`src/rtl/ip_lcd_timer_counter.sv`:
```
// HD44780 character-LCD write controller: INIT / SETCURSOR / CMD / DATA with internal cycle timers.
// Define LCD_FAST_SIM_EN to divide every WAIT and POWERUP count by 1000 (TIME_DIV default).
module ip_lcd_timer_counter #(
   parameter int SIZE_DATA = 8,
   parameter int SIZE_FUNC = 4,
`ifdef LCD_FAST_SIM_EN
   parameter int unsigned TIME_DIV = 1000
`else
   parameter int unsigned TIME_DIV = 1
`endif
) (
   input  logic                 i_clk,
   input  logic                 i_rst_n,
   input  logic                 i_en_lcd,
   input  logic                 i_lcd_blon,
   input  logic [SIZE_DATA-1:0] i_data,
   input  logic [SIZE_FUNC-1:0] i_func,
   output logic [SIZE_DATA-1:0] o_LCD_DATA,
   output logic                 o_LCD_E,
   output logic                 o_LCD_RW,
   output logic                 o_LCD_RS,
   output logic                 o_LCD_ON,
   output logic                 o_LCD_BLON,
   output logic                 o_done_lcd
);

   localparam int CW = 20;

   function automatic int unsigned scale(input int unsigned n);
      return (n / TIME_DIV == 0) ? 1 : n / TIME_DIV;
   endfunction

   localparam int unsigned T_SETUP   = 2;
   localparam int unsigned T_E_HIGH  = 12;
   localparam int unsigned T_HOLD    = 2;
   localparam int unsigned T_SHORT   = scale(2000);
   localparam int unsigned T_LONG    = scale(82000);
   localparam int unsigned T_INIT1   = T_SHORT + scale(205000);
   localparam int unsigned T_INIT2   = T_SHORT + scale(5000);
   localparam int unsigned T_POWERUP = scale(750000);

   localparam logic [SIZE_FUNC-1:0] FN_INIT   = SIZE_FUNC'(0);
   localparam logic [SIZE_FUNC-1:0] FN_SETCUR = SIZE_FUNC'(1);
   localparam logic [SIZE_FUNC-1:0] FN_DATA   = SIZE_FUNC'(3);
   localparam logic [SIZE_FUNC-1:0] FN_LIMIT  = SIZE_FUNC'(4);
   localparam logic [3:0]           LAST_STEP = 4'd8;

   typedef enum logic [2:0] {
      S_IDLE, S_POWERUP, S_SETUP, S_E_HIGH, S_HOLD, S_WAIT, S_DONE
   } state_t;

   state_t               state;
   logic [CW-1:0]        cnt;
   logic                 init_q;
   logic [3:0]           step;
   logic [SIZE_DATA-1:0] req_byte;
   logic [CW-1:0]        wait_cycles;

   function automatic logic [7:0] init_byte(input logic [3:0] s);
      case (s)
         4'd0, 4'd1, 4'd2, 4'd3: return 8'h38;
         4'd4:                   return 8'h08;
         4'd5:                   return 8'h01;
         4'd6:                   return 8'h06;
         4'd7:                   return 8'h0C;
         default:                return 8'h80;
      endcase
   endfunction

   assign o_LCD_RW = 1'b0;

   // Cursor position: upper nibble selects the line, lower nibble the column.
   always_comb begin
      req_byte = i_data;
      if (i_func == FN_SETCUR)
         req_byte = (i_data[7:4] == 4'h0) ? SIZE_DATA'({4'h8, i_data[3:0]})
                                          : SIZE_DATA'({4'hC, i_data[3:0]});
   end

   // Clear/home need the long execution time; the first two INIT steps add extra settling.
   always_comb begin
      wait_cycles = CW'(T_SHORT);
      if (o_LCD_DATA >= SIZE_DATA'(1) && o_LCD_DATA <= SIZE_DATA'(3))
         wait_cycles = CW'(T_LONG);
      if (init_q && step == 4'd0)
         wait_cycles = CW'(T_INIT1);
      else if (init_q && step == 4'd1)
         wait_cycles = CW'(T_INIT2);
   end

   always_ff @(posedge i_clk or negedge i_rst_n) begin
      // NOTE: all state and registered outputs use non-blocking assignments and clear on reset.
      if (!i_rst_n) begin
         state      <= S_IDLE;
         cnt        <= '0;
         init_q     <= 1'b0;
         step       <= '0;
         o_LCD_DATA <= '0;
         o_LCD_E    <= 1'b0;
         o_LCD_RS   <= 1'b0;
         o_LCD_ON   <= 1'b0;
         o_LCD_BLON <= 1'b0;
         o_done_lcd <= 1'b0;
      end else begin
         o_LCD_ON   <= i_en_lcd;
         o_LCD_BLON <= i_lcd_blon;
         o_done_lcd <= 1'b0;
         case (state)
            S_IDLE: begin
               if (i_en_lcd && i_func < FN_LIMIT) begin
                  init_q <= (i_func == FN_INIT);
                  step   <= '0;
                  if (i_func == FN_INIT) begin
                     state <= S_POWERUP;
                     cnt   <= CW'(T_POWERUP - 1);
                  end else begin
                     o_LCD_DATA <= req_byte;
                     o_LCD_RS   <= (i_func == FN_DATA);
                     state      <= S_SETUP;
                     cnt        <= CW'(T_SETUP - 1);
                  end
               end
            end
            S_POWERUP: begin
               if (cnt == '0) begin
                  o_LCD_DATA <= SIZE_DATA'(init_byte(4'd0));
                  o_LCD_RS   <= 1'b0;
                  state      <= S_SETUP;
                  cnt        <= CW'(T_SETUP - 1);
               end else
                  cnt <= cnt - CW'(1);
            end
            S_SETUP: begin
               if (cnt == '0) begin
                  o_LCD_E <= 1'b1;
                  state   <= S_E_HIGH;
                  cnt     <= CW'(T_E_HIGH - 1);
               end else
                  cnt <= cnt - CW'(1);
            end
            S_E_HIGH: begin
               if (cnt == '0) begin
                  o_LCD_E <= 1'b0;
                  state   <= S_HOLD;
                  cnt     <= CW'(T_HOLD - 1);
               end else
                  cnt <= cnt - CW'(1);
            end
            S_HOLD: begin
               if (cnt == '0) begin
                  state <= S_WAIT;
                  cnt   <= wait_cycles - CW'(1);
               end else
                  cnt <= cnt - CW'(1);
            end
            S_WAIT: begin
               if (cnt == '0) begin
                  o_done_lcd <= 1'b1;
                  state      <= S_DONE;
               end else
                  cnt <= cnt - CW'(1);
            end
            S_DONE: begin
               if (init_q && step != LAST_STEP) begin
                  step       <= step + 4'd1;
                  o_LCD_DATA <= SIZE_DATA'(init_byte(step + 4'd1));
                  o_LCD_RS   <= 1'b0;
                  state      <= S_SETUP;
                  cnt        <= CW'(T_SETUP - 1);
               end else begin
                  init_q <= 1'b0;
                  state  <= S_IDLE;
               end
            end
            default: state <= S_IDLE;
         endcase
      end
   end

endmodule

```
`config.mk`:
```
export PLATFORM = sky130hd
export DESIGN_NAME = ip_lcd_timer_counter
export DESIGN_NICKNAME = d
export VERILOG_FILES = /design/src/rtl/ip_lcd_timer_counter.sv
export SDC_FILE = /design/constraint.sdc
export NUM_CORES = 1
export LEC_CHECK = 0
export ABC_AREA = 1
export BUFFER_PORTS_ARGS = -buffer_cell sky130_fd_sc_hd__clkbuf_2
export CAP_MARGIN = 20
export CORE_MARGIN = 2
export CORE_UTILIZATION = 60
export DETAILED_ROUTE_END_ITERATION = 12
export GPL_TIMING_DRIVEN = 0
export HOLD_SLACK_MARGIN = 0.12
export PLACE_DENSITY = 0.79
export SYNTH_ARGS = -nofsm -noshare
export SYNTH_HDL_FRONTEND = slang
export SYNTH_SLANG_ARGS = --single-unit
```
`constraint.sdc`:
```
create_clock -name i_clk -period 2.4 [get_ports i_clk]
set_clock_uncertainty 0.1 [all_clocks]
set_input_delay 0.36 -clock i_clk [delete_from_list [all_inputs] [get_ports i_clk]]
set_output_delay 0.36 -clock i_clk [all_outputs]
set_load 0.005 [all_outputs]
```
# [Word level (Yosys, flattened, before mapping)]
# Memories as Yosys holds them, arrays and structs flattened.
# Index checks and enable logic that the tools add are counted.
[word_totals] ff_bits=41 rom_bits=48 input_bits=16 out_inout_bits=14 word_cells=101 mem_count=1
[op_classes] addsub=3 n_lt_le_gt_ge=3 eq_ne=20 mux=43 reduce_logical=21
[memory_table] memory="(no name shown)" depth=8 width=6 read_ports=1 rd_ports_with_merged_regs=0 write_ports=0 line="60" source="case (s)"
[op_table] operator="20-bit 2-to-1 mux" count=9
[op_table] operator="20-bit one-hot mux with 6 select lines" count=1
[op_table] operator="8-bit 2-to-1 mux" count=6
[op_table] operator="20-bit by 1-bit subtractor with 20-bit output, second input constant" count=2
[op_table] operator="8-bit one-hot mux with 3 select lines" count=1
[op_table] operator="3-bit one-hot mux with 7 select lines" count=1
[op_table] operator="20-bit logical NOT" count=1
[op_table] operator="2-bit != test, second input constant" count=10
[op_table] operator="3-bit 2-to-1 mux" count=6
[op_table] operator="17-bit 2-to-1 mux" count=1
[op_table] operator="4-bit logical NOT" count=3
[op_table] operator="3-bit equality test, second input constant" count=3
[op_table] operator="1-bit 2-to-1 mux" count=9
[op_table] operator="3-bit AND reduction" count=3
[op_table] operator="4-bit by 1-bit equality test with 1-bit output, second input constant" count=2
[op_table] operator="8-bit by 1-bit greater-or-equal comparator with 1-bit output, second input constant" count=1
[op_table] operator="8-bit by 2-bit <= comparator with 1-bit output, second input constant" count=1
[op_table] operator="4-bit 2-to-1 mux" count=2
[op_table] operator="4-bit one-hot mux with 2 select lines" count=1
[op_table] operator="7-bit 2-to-1 mux" count=1
[op_table] operator="3-bit by 2-bit equality test with 1-bit output, second input constant" count=2
[op_table] operator="6-bit AND reduction" count=1
[op_table] operator="6-bit nonzero test" count=1
[op_table] operator="1-bit logical AND" count=5
[op_table] operator="14 further kinds" count=17

# [Logic depth before layout (Yosys ltp)]
# Gate-level depths: netlist of run 1.
[logic_depth] word_depth=8 ltp_mapped=12 ltp_nobuf=12

# [Least setup slack after synthesis of run 1]
# No wires, ideal clock.
[synth_timing] kind="reg2reg" startpoint="register cnt[0]" endpoint="register cnt[4]" setup_time_ps=128 arrival_time_ps=1501 required_time_ps=2172 path_slack_ps=671 stages_incl_launch_ff=11 path_buffers=1 period_less_slack_ps=1729 path_cell_list="dfrtp_1 -> inv_1 -> ha_1 -> nand3_1 -> nor2_2 -> nand3_2 -> buf_6 -> o21ai_4 -> nor2_4 -> nand2_1 -> o211ai_2"
[synth_via] elab_chain_cells=3 elab_cells_between_ends=9 classes_between="add/sub (1); eq/ne (1); mux (5); reduce/logical (2)"
[synth_rtl] item="start, declared" line="53" source="logic [CW-1:0] cnt;"
[synth_rtl] item="start signal, assigned" line="115" source="cnt <= CW'(T_POWERUP - 1);"
[synth_rtl] item="start signal, assigned" line="120" source="cnt <= CW'(T_SETUP - 1);"
[synth_rtl] item="start signal, assigned" line="129" source="cnt <= CW'(T_SETUP - 1);"
[synth_rtl] item="20-bit by 1-bit subtractor with 20-bit output / 20-bit logical NOT (equally long branches)"
[synth_rtl] item="20-bit 2-to-1 mux (tied with other cells)" line="157" source="if (cnt == '0) begin"
[synth_rtl] item="20-bit one-hot mux with 6 select lines / 4-bit AND reduction (equally long branches)"
# Parallel ways exist; a longest one is shown, timed or not. The select of a mux whose other input is x is not followed.
# A chain may end at the register's enable or synchronous reset.

# [Worst setup path after layout of run 1]
[layout_timing] startpoint="register cnt[16]" endpoint="register o_LCD_RS"
[layout_via] elab_chain_cells=3
[layout_rtl] item="20-bit logical NOT" line="125" source="if (cnt == '0) begin"
[layout_rtl] item="2-bit != test (no line)"
[layout_rtl] item="5-bit AND reduction (no line)"
[layout_rtl] item="end signal, assigned" line="118" source="o_LCD_RS <= (i_func == FN_DATA);"
[layout_rtl] item="end, declared" line="21" source="output logic o_LCD_RS,"
# Every way passes these cells.

==> results.json, run 1 <==
{
  "yosysTopAreaCellShare_pct": 34.6,
  "setup_viol": 0,
  "fin_cells": 521,
  "synth_top_area_cell": "dfrtp_1",
  "hold_class": "in -> reg",
  "dr_wl_met3_um": 445,
  "core_um2": 4750,
  "gp_congestion": 0.907,
  "cts.clk_slew.worst_paths_ns": 0.08,
  "worst_pin_slew_ns": 0.687,
  "drt_first_iter_violations": 214,
  "min_from": "i_data[1]",
  "power.leakage_nw": 1.73,
  "ant_nets": 0,
  "worst_skew_pair.late_latency_ns": 0.30,
  "slew_headroom_pct": 53.8,
  "place_ws_ns": 0.320,
  "finalCritPeriodShare_pct": 88.0,
  "grt_max_degree": 42,
  "vias_per_cell": 5.47,
  "r2r-start": "cnt[16]$_DFFE_PN0P_",
  "layout_commonest_cell": "nand2_1",
  "antenna_cells": 0,
  "dieArea_um2": 5520,
  "ys_seq_elements": 41,
  "cp.arrival_ns": 2.20,
  "grt_usage_pct": 27.9,
  "hold_viol_final": 0,
  "fp-row-count": 25,
  "final_area_um2": 3350,
  "io_buffers": 28,
  "detailed_place.area_um2": 3190,
  "cts.sinks": 41,
  "ctsHtreeMaxLevel": 2,
  "synth_nets": 435,
  "netlist_area_um2": 2960,
  "synth_ff_type": "dfrtp_1",
  "die_h_um": 74.3,
  "startpoint_type": "flop",
  "max_freq_mhz": 473,
  "dieWidth_um": 74.3,
  "nNetsFinal": 474,
  "start_util_pct": 62.3,
  "drive_above_1_share_pct": 20.0,
  "r2r-end": "o_LCD_RS$_DFFE_PN0P_",
  "wl_um": 7190,
  "worst_slack_ns": 0.287,
  "status": "complete, no violations",
  "hold-path-endpoint": "o_LCD_DATA[1]$_DFFE_PN0P_",
  "worstPathMaxFanout": 10,
  "post-cts-setup-buffers": 0,
  "antenna_found_initial": 0,
  "maxCapViolCount": 0,
  "setup_tns_ns": 0,
  "cts_buffer_depth": 2,
  "syn_to_final_growth_pct": 12.9,
  "wl_per_cell_um": 13.8,
  "power_mw": 4.56,
  "drc": 0,
  "numPlacedInstances": 509,
  "cp.required_ns": 2.48,
  "postSynthCellCount": 414,
  "highest_layer": "met4",
  "yosysSeqAreaShare_pct": 34.6,
  "crit_type": "reg -> reg",
  "async_flop_share_pct": 100,
  "synth_edf_count": 0,
  "grt_pass1_wl_um": 11800,
  "ir_worst_vdd_mv": 0.840,
  "postSynthAreaPerCell_um2": 7.16,
  "critPathCaptureType": "flop",
  "place_hpwl_um": 5500,
  "via_count": 2848,
  "ys_types": 47,
  "first_pass_iters": 5,
  "powerDensity_nw_per_um2": 1360,
  "first_global_vias": 2665,
  "yosys-top-cells-area": "dfrtp_1, nand2_1, nor2_1, inv_1, nand3_1",
  "most-common-layout-cells": "nand2_1, nor2_1, dfrtp_1",
  "wl_met1_um": 3120,
  "fin_util_pct": 70.4,
  "io-pin-count": 30,
  "period_needed_ns": 2.11,
  "fillers": 401,
  "hold_ws_ns": 0.267,
  "worstRegToRegCells": 9,
  "root_buffer": "clkbuf_8",
  "hold_path_depth": 5,
  "cts_tree": "built",
  "drv_slew": 0,
  "wl_met2_um": 3360,
  "yosys_warnings": 0,
  "overflow": 0,
  "r2r_setup_slack_ns": 0.29,
  "cts_buffers": 5,
  "rsz0062_at_grt": "no"
}
-- layout make-up --
type,instances,area (um2),share of cell area [%]
Buffer,5,52.6,1.57
Clock buffer,7,96.3,2.88
Clock inverter,1,5.00,0.150
Inverter,43,165,4.94
Multi-Input combinational cell,325,1720,51.4
Sequential cell,41,1030,30.7
Tap cell,67,83.8,2.51
Timing Repair Buffer,32,198,5.91
-- synth_stat cells, types with 4 or more instances --
| master | instances |
|---|---|
| dfrtp_1 | 41 |
| o21ai_1 | 7 |
| nor2_1 | 47 |
| nand3_1 | 27 |
| ha_1 | 5 |
| nand2_1 | 130 |
| xor2_1 | 7 |
| nand2_2 | 8 |
| a21oi_1 | 8 |
| nand4_1 | 10 |
| inv_1 | 36 |
| xnor2_1 | 5 |
| o21ai_2 | 4 |
| nor2_2 | 9 |
| o21ai_0 | 19 |
| inv_2 | 5 |
-- power breakdown --
part | internal [mW] | leakage, nW | switching (mW)
sequential | 0.934 | 0.535 | 0.237
combinational | 1.02 | 1.14 | 1.86
clock | 0.260 | 0.0542 | 0.248
total | 2.22 | 1.73 | 2.35
-- cells by family after synthesis --
kind of cell               synth area share [%]
DFF                                        34.6
other                                     0.127
buffers and inverters                      7.35
adders and majority gates                  2.11
AOI/OAI and AO/OA                          13.6
muxes                                     0.338
and+or+nand+nor                            38.3
xor gates and xnor gates                   3.55
-- how the worst max path moves through the flow --
| stage | slack [ns] | from | end |
|---|---|---|---|
| 6_report | 0.29 | cnt[16]$_DFFE_PN0P_ | o_LCD_RS$_DFFE_PN0P_ |
| 3_5_place_dp | 0.32 | i_func[0] | o_LCD_DATA[7]$_DFFE_PN0P_ |
| 4_1_cts | 0.35 | cnt[16]$_DFFE_PN0P_ | o_LCD_DATA[7]$_DFFE_PN0P_ |
| 5_1_grt | 0.25 | cnt[16]$_DFFE_PN0P_ | o_LCD_DATA[7]$_DFFE_PN0P_ |
| 2_1_floorplan | 0.67 | cnt[0]$_DFFE_PN0P_ | cnt[4]$_DFFE_PN0P_ |
| 3_3_place_gp | 0.36 | i_func[0] | o_LCD_RS$_DFFE_PN0P_ |
-- per-layer routing --
metal	track usage (%)	up-vias
li1	-	1417
met2	46.0	125
met1	36.9	1274
met5	0	-
met3	4.20	32
met4	11.3	0
-- registers in the layout, summed over array words and instances (netlist names) --
signal and cells:
o_LCD_RS 1, state 3, o_LCD_E 1, o_done_lcd 1, o_LCD_BLON 1, step 4, cnt 20, o_LCD_DATA 8
o_LCD_ON 1, init_q 1
-- timing repair --
| action | in CTS | in global routing |
|---|---|---|
| gates resized for setup | 0 | 0 |
| endpoints found under the hold margin | 2 | 20 |
| hold buffers | 2 | 1 |
-- worst max-delay path, cell delays in order (launching register included) --
cell and delay [ns]:
dfrtp_1 0.43, nor2_1 0.22, inv_1 0.09, nor3_1 0.29, nand3_1 0.29, nand2_1 0.14
nand2_1 0.13, buf_4 0.20, nand2_1 0.07, o21ai_2 0.05
No activity file was read; power rests on OpenSTA's default activity.
==> run 2: changes to the inputs <==
--- a/config.mk
+++ b/config.mk
@@ -13,7 +13,7 @@
 export DETAILED_ROUTE_END_ITERATION = 12
 export GPL_TIMING_DRIVEN = 0
 export HOLD_SLACK_MARGIN = 0.12
-export PLACE_DENSITY = 0.79
+export PLACE_DENSITY = 0.88
 export SYNTH_ARGS = -nofsm -noshare
 export SYNTH_HDL_FRONTEND = slang
 export SYNTH_SLANG_ARGS = --single-unit
==> results.json, run 2 (same netlist as run 1, synthesis figures left out) <==
{
  "grt_max_degree": 42,
  "dieArea_um2": 5520,
  "slew_headroom_pct": 52.5,
  "cts_buffer_depth": 2,
  "gp_congestion": 1.02,
  "first_pass_iters": 6,
  "setup_tns_ns": 0,
  "io_buffers": 28,
  "worst_pin_slew_ns": 0.706,
  "die_h_um": 74.3,
  "drv_slew": 0,
  "crit_chain": "nor2_1 > inv_1 > nor3_1 > nand3_1 > nand2_1 > nand2_1 > buf_4 > nand2_1 > o21ai_2",
  "switchingPower_mw": 2.34,
  "cts.sinks": 41,
  "overflow": 0,
  "startpoint_type": "flop",
  "largest_register_ffs": 20,
  "grt_pass1_wl_um": 12100,
  "antenna_cells": 0,
  "wl_per_cell_um": 13.6,
  "sw_frac_of_total_pct": 52.0,
  "rsz0062_at_grt": "no",
  "reg_top3": "cnt x20, o_LCD_DATA x8, step x4",
  "drc": 0,
  "critPathCaptureType": "flop",
  "p_clk_share_pct": 10.2,
  "vias_per_cell": 5.55,
  "pwr-share-comb_pct": 63.8,
  "crit_type": "reg -> reg",
  "syn_to_final_growth_pct": 12.4,
  "via_count": 2890,
  "wl_um": 7110,
  "dieWidth_um": 74.3,
  "regArea_um2": 1030,
  "power.leakage_nw": 1.72,
  "cpMostUsedCell": "nand2_1",
  "slowest_delay_ns": 0.43,
  "hold_class": "in -> reg",
  "start_util_pct": 62.3,
  "maxCapViolCount": 0,
  "cts_buffers": 5,
  "max_freq_mhz": 494,
  "powerDensity_nw_per_um2": 1350,
  "cp.required_ns": 2.50,
  "finalCritPeriodShare_pct": 84.4,
  "cp.arrival_ns": 2.12,
  "cts_tree": "built",
  "drt_first_iter_violations": 232,
  "cp_top_family": "simple AND/OR/NAND/NOR gates",
  "antenna_found_initial": 0,
  "setup_viol": 0,
  "grt_usage_pct": 28.6,
  "io-pin-count": 30,
  "p_seq_share_pct": 26.1,
  "fp-row-count": 25,
  "nNetsFinal": 474,
  "first_global_vias": 2752,
  "worst_skew_pair.late_latency_ns": 0.30,
  "core_um2": 4750,
  "regMostFlops": "cnt",
  "worstPathMaxFanout": 10,
  "ctsHtreeMaxLevel": 2,
  "crit_slowest_cell": "dfrtp_1",
  "layout_commonest_cell": "nand2_1",
  "internal_power_mw": 2.16,
  "fillers": 406,
  "ir_worst_vdd_mv": 0.775,
  "ant_nets": 0,
  "hold_viol_final": 0,
  "status": "complete, no violations",
  "cts.clk_slew.worst_paths_ns": 0.08,
  "path_buf_inv": 2,
  "fin_util_pct": 70.1,
  "period_needed_ns": 2.03,
  "drive_above_1_share_pct": 20.0,
  "place_hpwl_um": 5450,
  "most-common-layout-cells": "nand2_1, nor2_1, dfrtp_1",
  "root_buffer": "clkbuf_8",
  "multi_input_area_um2": 1720
}
[run 2: layer usage]
metal  track usage [%]  share of wire, %  up-vias
li1                  -                 -     1421
met1              35.3                42     1321
met2              48.5                48      117
met3              7.05               6.5       31
met4              11.3               3.2        0
met5                 0                 0        -
[run 2: cell type report]
cell class,count,share of cell area (%)
buffer,5,1.58
clock buffer,5,2.07
clock inverter,3,0.526
inverter,43,4.96
multi-input combinational,325,51.6
sequential,41,30.8
tap,67,2.52
timing repair buffer,32,5.94
[run 2: worst reg2reg max path: stages (launching register included)]
cell     delay (ns)
dfrtp_1        0.43
nor2_1         0.21
inv_1          0.09
nor3_1         0.28
nand3_1        0.26
nand2_1        0.12
nand2_1        0.11
buf_4          0.20
nand2_1        0.07
o21ai_2        0.05
[run 2: what timing repair did]
action / CTS / global route
endpoints found under the hold margin: 2 / 19
setup endpoints to repair: 0 / 0
buffers inserted: 0 / 0
gates resized for setup: 0 / 0
hold buffers: 2 / 1
[run 2: through the flow]
step | hold slack, ns | instance area [um2] | std cells | total power, mW | setup slack (ns)
3_3_place_gp | 0.369 | 3190 | 509 | 3.92 | 0.443
4_1_cts | 0.167 | 3290 | 519 | 4.47 | 0.398
5_1_grt | 0.281 | 3330 | 521 | 4.90 | 0.252
6_report | 0.266 | 3330 | 521 | 4.50 | 0.375
3_5_place_dp | 0.372 | 3190 | 509 | 4.00 | 0.415
2_1_floorplan | -0.0356 | 2960 | 414 | 3.35 | 0.671
[run 2: worst paths after layout]
check / endpoint / slack (ns) / cells after the start / startpoint
worst max-delay path: o_LCD_RS$_DFFE_PN0P_ / 0.37 / 9 / cnt[16]$_DFFE_PN0P_
worst min-delay path: o_LCD_RS$_DFFE_PN0P_ / 0.27 / 3 / i_func[0]
worst max register to register: o_LCD_RS$_DFFE_PN0P_ / 0.37 / 9 / cnt[16]$_DFFE_PN0P_
worst min register to register: o_LCD_DATA[0]$_DFFE_PN0P_ / 0.41 / 2 / o_LCD_DATA[0]$_DFFE_PN0P_
max in group asynchronous: o_LCD_DATA[5]$_DFFE_PN0P_ / 1.22 / 3 / i_rst_n
min in group asynchronous: cnt[19]$_DFFE_PN0P_ / 0.48 / 2 / i_rst_n
[run 2: power groups by stage]
stage	clock network (mW)	registers (mW)	logic (mW)
6_report	0.458	1.17	2.87
5_1_grt	0.493	1.20	3.20
4_1_cts	0.469	1.17	2.83
3_5_place_dp	0	1.18	2.82
3_3_place_gp	0	1.17	2.75
2_1_floorplan	0	1.14	2.21
